===== src/rtl/manchester_rx.sv =====
// Oversampled Manchester (IEEE 802.3 polarity) receiver: mid-bit phase tracking,
// preamble lock, start-of-frame delimiter search and LSB-first word deserialization.
module manchester_rx #(
    parameter int         OVERSAMPLE = 8,
    parameter int         DATA_W     = 8,
    parameter int         LOCK_BITS  = 8,
    parameter logic [7:0] SFD        = 8'hD5
) (
    input  logic              clk,
    input  logic              rst_n,
    input  logic              enable,
    input  logic              line_in,
    output logic [DATA_W-1:0] data_out,
    output logic              data_valid,
    output logic              sync_lock,
    output logic              frame_end,
    output logic              code_err
);

    typedef enum logic [2:0] {
        IDLE,
        HUNT,
        PREAMBLE,
        SFD_SEARCH,
        DATA
    } state_t;

    localparam int CNT_W  = $clog2(OVERSAMPLE);
    localparam int IDX_W  = (DATA_W > 1) ? $clog2(DATA_W) : 1;
    localparam int LCNT_W = $clog2(LOCK_BITS + 1);

    localparam logic [CNT_W-1:0]  CNT_Q1     = CNT_W'(OVERSAMPLE / 4);
    localparam logic [CNT_W-1:0]  CNT_Q3     = CNT_W'((3 * OVERSAMPLE) / 4);
    localparam logic [CNT_W-1:0]  CNT_RESYNC = CNT_W'(OVERSAMPLE / 2 + 1);
    localparam logic [CNT_W-1:0]  CNT_LAST   = CNT_W'(OVERSAMPLE - 1);
    localparam logic [IDX_W-1:0]  IDX_LAST   = IDX_W'(DATA_W - 1);
    localparam logic [LCNT_W-1:0] LOCK_LAST  = LCNT_W'(LOCK_BITS - 1);

    state_t             state;
    logic               s1, s2, s3;
    logic [CNT_W-1:0]   cnt;
    logic               h1, h2;
    logic [LCNT_W-1:0]  lcnt;
    logic [7:0]         sreg;
    logic [DATA_W-1:0]  word;
    logic [IDX_W-1:0]   idx;

    logic               edge_det;
    logic               mid_edge;
    logic               wrap;
    logic               bit_ok;
    logic [7:0]         sreg_next;
    logic [DATA_W-1:0]  word_next;

    // line_in is asynchronous: s1/s2 synchronize it, s3 is the previous clean sample.
    always_ff @(posedge clk or negedge rst_n) begin
        if (!rst_n) begin
            s1 <= 1'b0;
            s2 <= 1'b0;
            s3 <= 1'b0;
        end else begin
            // NOTE: non-blocking assignments make s1->s2->s3 a true shift chain;
            // blocking ones would collapse it into a single flop.
            s1 <= line_in;
            s2 <= s1;
            s3 <= s2;
        end
    end

    assign edge_det  = s2 ^ s3;
    assign mid_edge  = edge_det && (cnt > CNT_Q1) && (cnt < CNT_Q3);
    assign wrap      = (cnt == CNT_LAST);
    assign bit_ok    = (h1 != h2);
    assign sreg_next = {h2, sreg[7:1]};
    assign word_next = {h2, word[DATA_W-1:1]};

    always_ff @(posedge clk or negedge rst_n) begin
        if (!rst_n) begin
            state      <= IDLE;
            cnt        <= '0;
            h1         <= 1'b0;
            h2         <= 1'b0;
            lcnt       <= '0;
            sreg       <= '0;
            word       <= '0;
            idx        <= '0;
            data_out   <= '0;
            data_valid <= 1'b0;
            sync_lock  <= 1'b0;
            frame_end  <= 1'b0;
            code_err   <= 1'b0;
        end else begin
            // NOTE: strobes default low every cycle so each pulse lasts exactly one clock.
            data_valid <= 1'b0;
            frame_end  <= 1'b0;
            code_err   <= 1'b0;

            if (!enable) begin
                state     <= IDLE;
                sync_lock <= 1'b0;
                cnt       <= '0;
            end else begin
                case (state)
                    IDLE: state <= HUNT;

                    // The first edge is taken as a mid-bit edge; the level before it is the
                    // first half of that bit, so it seeds h1 directly.
                    HUNT: begin
                        if (edge_det) begin
                            cnt   <= CNT_RESYNC;
                            h1    <= s3;
                            lcnt  <= '0;
                            state <= PREAMBLE;
                        end
                    end

                    default: begin
                        if (mid_edge)  cnt <= CNT_RESYNC;
                        else if (wrap) cnt <= '0;
                        else           cnt <= cnt + 1'b1;

                        if (cnt == CNT_Q1) h1 <= s2;
                        if (cnt == CNT_Q3) h2 <= s2;

                        if (wrap) begin
                            case (state)
                                PREAMBLE: begin
                                    if (bit_ok) begin
                                        sreg <= sreg_next;
                                        if (lcnt == LOCK_LAST) begin
                                            state     <= SFD_SEARCH;
                                            sync_lock <= 1'b1;
                                        end else begin
                                            lcnt <= lcnt + 1'b1;
                                        end
                                    end else begin
                                        state <= HUNT;
                                    end
                                end

                                SFD_SEARCH: begin
                                    if (bit_ok) begin
                                        sreg <= sreg_next;
                                        if (sreg_next == SFD) begin
                                            state <= DATA;
                                            idx   <= '0;
                                        end
                                    end else begin
                                        state     <= HUNT;
                                        sync_lock <= 1'b0;
                                        code_err  <= 1'b1;
                                    end
                                end

                                DATA: begin
                                    if (bit_ok) begin
                                        word <= word_next;
                                        if (idx == IDX_LAST) begin
                                            data_out   <= word_next;
                                            data_valid <= 1'b1;
                                            idx        <= '0;
                                        end else begin
                                            idx <= idx + 1'b1;
                                        end
                                    end else begin
                                        // A violation on a word boundary is the normal end of frame.
                                        state     <= HUNT;
                                        sync_lock <= 1'b0;
                                        if (idx == '0) frame_end <= 1'b1;
                                        else           code_err  <= 1'b1;
                                    end
                                end

                                default: state <= HUNT;
                            endcase
                        end
                    end
                endcase
            end
        end
    end

endmodule


===== config.mk =====
export PLATFORM = sky130hd
export DESIGN_NAME = manchester_rx
export DESIGN_NICKNAME = d
export VERILOG_FILES = /design/src/rtl/manchester_rx.sv
export SDC_FILE = /design/constraint.sdc
export NUM_CORES = 1
export LEC_CHECK = 0
export ABC_CLOCK_PERIOD_IN_PS = 5030
export BUFFER_PORTS_ARGS = -buffer_cell sky130_fd_sc_hd__buf_2
export CORE_MARGIN = 2
export CORE_UTILIZATION = 65
export CTS_BUF_LIST = sky130_fd_sc_hd__clkbuf_4 sky130_fd_sc_hd__clkbuf_8
export DETAILED_ROUTE_END_ITERATION = 8
export GPL_ROUTABILITY_DRIVEN = 0
export GPL_TIMING_DRIVEN = 0
export PLACE_DENSITY = 0.85
export SLEW_MARGIN = 25
export SYNTH_ARGS = -nofsm -noshare
export SYNTH_HDL_FRONTEND = slang
export SYNTH_SLANG_ARGS = --single-unit
export TNS_END_PERCENT = 100

===== constraint.sdc =====
create_clock -name clk -period 5.03 [get_ports clk]
set_input_delay 0 -clock clk [delete_from_list [all_inputs] [get_ports clk]]
set_output_delay 0 -clock clk [all_outputs]
set_load 0.01 [all_outputs]

# Yosys cells after proc, flatten, opt, wreduce, memory -nomap -nowiden
# Cells that the tools add are included.
[word_totals] word_cells=129 output_inout_bits=12 reg_bits=46
[op_classes] reduce_logical=22 n_addsub=3 magnitude_cmp=2 n_mux=55 n_eq_ne=28 bitwise=3
[ops] operator="two-way mux 3 bit" count=16
[ops] operator="two-way mux 1 bit" count=26
[ops] operator="two-way mux 4 bit" count=5
[ops] operator="case mux 3 bit (2 select lines)" count=3
[ops] operator="AND reduction 5 bit" count=3
[ops] operator="AND reduction 7 bit" count=2
[ops] operator="== test 3 bit, second input constant" count=4
[ops] operator="!= test 2 bit, second input constant" count=6
[ops] operator="!= test 3 bit, second input constant" count=4
[ops] operator="!= test 6 bit, second input constant" count=2
[ops] operator="AND reduction 6 bit" count=2
[ops] operator="nonzero test 2 bit" count=5
[ops] operator="== test 3 x 2 -> 1 bit, second input constant" count=3
[ops] operator="case mux 3 bit (3 select lines)" count=1
[ops] operator="== test 8 bit, second input constant" count=1
[ops] operator="case mux 4 bit (2 select lines)" count=1
[ops] operator="adder 3 x 1 -> 3 bit, second input constant" count=2
[ops] operator="zero test 3 bit" count=2
[ops] operator="case mux 1 bit (2 select lines)" count=3
[ops] operator="OR reduction 2 bit" count=3
[ops] operator="!= test 5 x 3 -> 1 bit, second input constant" count=1
[ops] operator="adder 4 x 1 -> 4 bit, second input constant" count=1
[ops] operator="== test 4 x 3 -> 1 bit, second input constant" count=1
[ops] operator="!= test 2 x 1 -> 1 bit, second input constant" count=2
[ops] operator="12 further kinds" count=14

# Longest topological paths before layout
[logic_depth] depth_word=7 mapped_depth=7

# Worst setup path after synthesis
# No wires, ideal clock.
[synth_timing] path_kind="register -> register" start="register lcnt[0]" end="register lcnt[3]" setup_ps=78 synth_period_minus_slack_ps=1892 path_stages_with_launch=7 setup_slack_ps=3138 arrival_ps=1814 n_path_buf=1 required_time_ps=4952 cell_sequence="dfrtp_1 ha_1 and3b_2 or3_1 clkbuf_2 or4_1 a21boi_1"
[synth_via] elab_chain_len=6
[synth_lines] element="start: declaration" line="43" text="logic [LCNT_W-1:0] lcnt;"
[synth_lines] element="start signal: assignment" line="134" text="lcnt <= lcnt + 1'b1;"
[synth_lines] element="adder 4 x 1 -> 4 bit" line="134"
[synth_lines] element="two-way mux 4 bit" line="130" text="if (lcnt == LOCK_LAST) begin"
[synth_lines] element="two-way mux 4 bit" line="128" text="if (bit_ok) begin"
[synth_lines] element="two-way mux 4 bit" line="126" text="case (state)"
[synth_lines] element="two-way mux 4 bit" line="125" text="if (wrap) begin"
[synth_lines] element="case mux 4 bit (2 select lines)" line="103" text="case (state)"
# Parallel ways exist; a longest one is shown, timed or not. The select of a mux whose other input is x is not followed.
# A chain may end at the register's enable or synchronous reset.

# Worst setup path after layout
[layout_timing] start="register cnt[1]" end="register lcnt[2]"
[layout_via] elab_chain_len=3
[layout_lines] element="start: declaration" line="41" text="logic [CNT_W-1:0] cnt;"
[layout_lines] element="start signal: assignment" line="120" text="else cnt <= cnt + 1'b1;"
[layout_lines] element="== test 3 bit" line="72" text="assign wrap = (cnt == CNT_LAST);"
[layout_lines] element="nonzero test 2 bit (no source line)"
[layout_lines] element="AND reduction 7 bit (no source line)"
# Every way passes these cells.

==> flow_metrics.env <==
export IMPL_status="completed"
export IMPL_cts_hold_repair_buffers=2
export IMPL_yosys_area_top_type="dfrtp_1"
export IMPL_postCtsSetupBuffers=0
export IMPL_finalHoldViolations=0
export IMPL_initial_core_util_pct=69.6
export IMPL_ir_drop_mv=0.206
export IMPL_io_pins=16
export IMPL_overflow=0
export IMPL_relSlewSlack_pct=63.3
export IMPL_die_height_microns=61.6
export IMPL_worstPathMaxFanout=10
export IMPL_tns_ns=0
export IMPL_async_flop_share_pct=100
export IMPL_power_density_mw_per_mm2=300
export IMPL_yosys_top_cells_area="dfrtp_1, nand2_1, mux2_4, mux2_2, ha_1"
export IMPL_final_setup_worst_slack_ns=2.94
export IMPL_clkTransAtPathRegs_ns=0.13
export IMPL_min_period_over_period_pct=41.6
export IMPL_cts_buffers=5
export IMPL_leakage_nw=1.19
export IMPL_grt_antenna_before_repair=0
export IMPL_cap_violations=0
export IMPL_crit_type="reg -> reg"
export IMPL_cp_data_required_time_ns=5.28
export IMPL_worst_hold_slack_ns=0.125
export IMPL_period_minus_slack_ns=2.09
export IMPL_place_port_buffers=15
export IMPL_cts_sinks=44
export IMPL_first_global_vias=1478
export IMPL_cts_tree="yes"
export IMPL_die_area_sq_mm=0.00380
export IMPL_die_x_microns=61.6
export IMPL_cts_root_buffer="clkbuf_4"
export IMPL_num_vias=1592
export IMPL_grt_max_degree=45
export IMPL_fillCellCount=212
export IMPL_cts_resized=0
export IMPL_max_slew_worst_pin_slew_ns=0.545
export IMPL_syn2layout_area_growth_pct=10.1
export IMPL_drt_iter0_markers=102
export IMPL_cp_end_kind="register"
export IMPL_core_sq_mm=0.00310
export IMPL_dr_pass1_iters=4
export IMPL_synth_area_sq_mm=0.00216
export IMPL_seq_area_frac_synth_pct=51.0
export IMPL_clk_latency_ns=0.37
export IMPL_synth_seq_cells=44
export IMPL_crit_arrival_ns=2.34
export IMPL_fin_nets=235
export IMPL_cp_start_kind="register"
export IMPL_p_total_mw=0.714
export IMPL_synth_warning_count=0
export IMPL_synthFlopType="dfrtp_1"
export IMPL_synth_fp_nets=211
export IMPL_grt_total_usage_pct=24.3
export IMPL_routed_wl_mm=3.88
export IMPL_pre_cts_slack_ns=2.96
export IMPL_vias_per_cell=5.92
export IMPL_drc=0
export IMPL_place_hpwl_mm=2.81
export IMPL_clockBufferDepth=2
export IMPL_hp_class="in -> async"
export IMPL_slew_viol_final=0
export IMPL_syn_inst=200
export IMPL_clock_skew_ns=0.0120
export IMPL_drive_gt1_share_pct=23.6
export IMPL_cts_htree_levels=2
export IMPL_fmax_mhz=478
export IMPL_synth_cell_type_count=47
export IMPL_syn_area_per_cell_sq_um=10.8
export IMPL_synth_edf_count=0
export IMPL_rsz0062_at_grt="no"
export IMPL_grt_pass1_wl_mm=6.69
export IMPL_row_count=20
export IMPL_wl_per_cell_microns=14.4
export IMPL_diodes=0
export IMPL_synth_top_area_share_pct=51.0
export IMPL_setup_viol=0
export IMPL_ant_nets=0
## worst paths after layout
| path | cells after the start | to | from | slack, ns |
|---|---|---|---|---|
| min | 2 | cnt[0] | rst_n | 0.12 |
| min in group clk | 4 | lcnt[3] | enable | 0.14 |
| min reg2reg | 0 | s2 | s1 | 0.37 |
| max | 7 | lcnt[2] | cnt[1] | 2.94 |
| max reg2reg | 7 | lcnt[2] | cnt[1] | 2.94 |
| max in group asynchronous | 2 | s1 | rst_n | 4.52 |
## layout make-up
type / instances / area (sq um) / share of cell area [%]
sequential: 44 / 1100 / 46.3
multi-input combinational: 133 / 963 / 40.5
timing repair buffer: 17 / 97.6 / 4.10
tap: 44 / 55.1 / 2.31
clock buffer: 6 / 51.3 / 2.16
inverter: 13 / 48.8 / 2.05
buffer: 10 / 46.3 / 1.95
clock inverter: 2 / 15.0 / 0.631
## cell usage after synthesis, drive strengths merged (4+ instances only)
master  count
nand2      35
clkbuf      6
ha          7
inv        13
mux2       16
nand4       5
o21ai       9
dfrtp      44
nor2        4
or3         5
or4         5
nor3        4
o31ai       4
buf         4
## placed cells by master, fill, tap and decap left out, drive strengths merged, types with 2 or more instances in the layout
master | netlist | final
or4 | 5 | 5
dfrtp | 44 | 44
nor2 | 4 | 4
o221a | 2 | 2
inv | 13 | 13
dlygate4sd3 | 0 | 2
buf | 4 | 19
a31oi | 3 | 3
o22ai | 2 | 2
or3 | 5 | 5
nand3 | 3 | 3
o21ai | 9 | 9
ha | 7 | 7
mux2 | 16 | 16
clkinvlp | 0 | 2
a21boi | 3 | 3
xnor2 | 2 | 2
nand2 | 35 | 35
nor3 | 4 | 4
a21oi | 2 | 2
clkbuf | 6 | 12
or2 | 2 | 2
nand4 | 5 | 5
xor2 | 2 | 2
nor3b | 2 | 2
a21o | 2 | 2
o31ai | 4 | 4
mux2i | 3 | 3
## routing by layer
metal | vias up | global-route usage (%) | share of wire [%]
li1 | 753 | - | -
met1 | 774 | 32.0 | 45
met2 | 55 | 38.0 | 48
met3 | 10 | 6.09 | 5.0
met4 | 0 | 10.6 | 2.2
met5 | - | 0 | 0
## cell families after synthesis
group	synth area share (%)
adders and majority gates	4.06
AOI/OAI and AO/OA	10.7
DFF	51.0
and+or+nand+nor	16.8
muxes	11.1
xor gates and xnor gates	1.97
buffers and inverters	4.40
## flip-flops by register name, indices dropped and copies added (netlist names)
signal and cells:
frame_end 1, lcnt 4, sync_lock 1, data_valid 1, s2 1, idx 3
cnt 3, sreg 7, s1 1, word 7, code_err 1, h1 1
data_out 8, s3 1, h2 1, state 3
## critical path, cell delays in order, from the launching register on
cell      delay (ns)
dfrtp_1         0.45
ha_1            0.18
ha_1            0.13
clkbuf_1        0.30
nand4_2         0.21
clkbuf_1        0.28
o31ai_1         0.31
a21boi_1        0.09
## where the power goes
group	total (mW)	internal [mW]	leakage (nW)	switching [mW]
clock network	0.183	0.0679	0.0305	0.116
logic	0.134	0.0521	0.577	0.0822
registers	0.396	0.370	0.586	0.0261
## metrics by stage
step / util [%] / instance area, sq um / std cells
3_5_place_dp: 73.8 / 2290 / 259
5_1_grt: 76.7 / 2380 / 269
3_3_place_gp: 73.8 / 2290 / 259
6_report: 76.7 / 2380 / 269
4_1_cts: 76.6 / 2380 / 269
2_1_floorplan: - / 2160 / 200
Power figures use the tool's default switching activity.
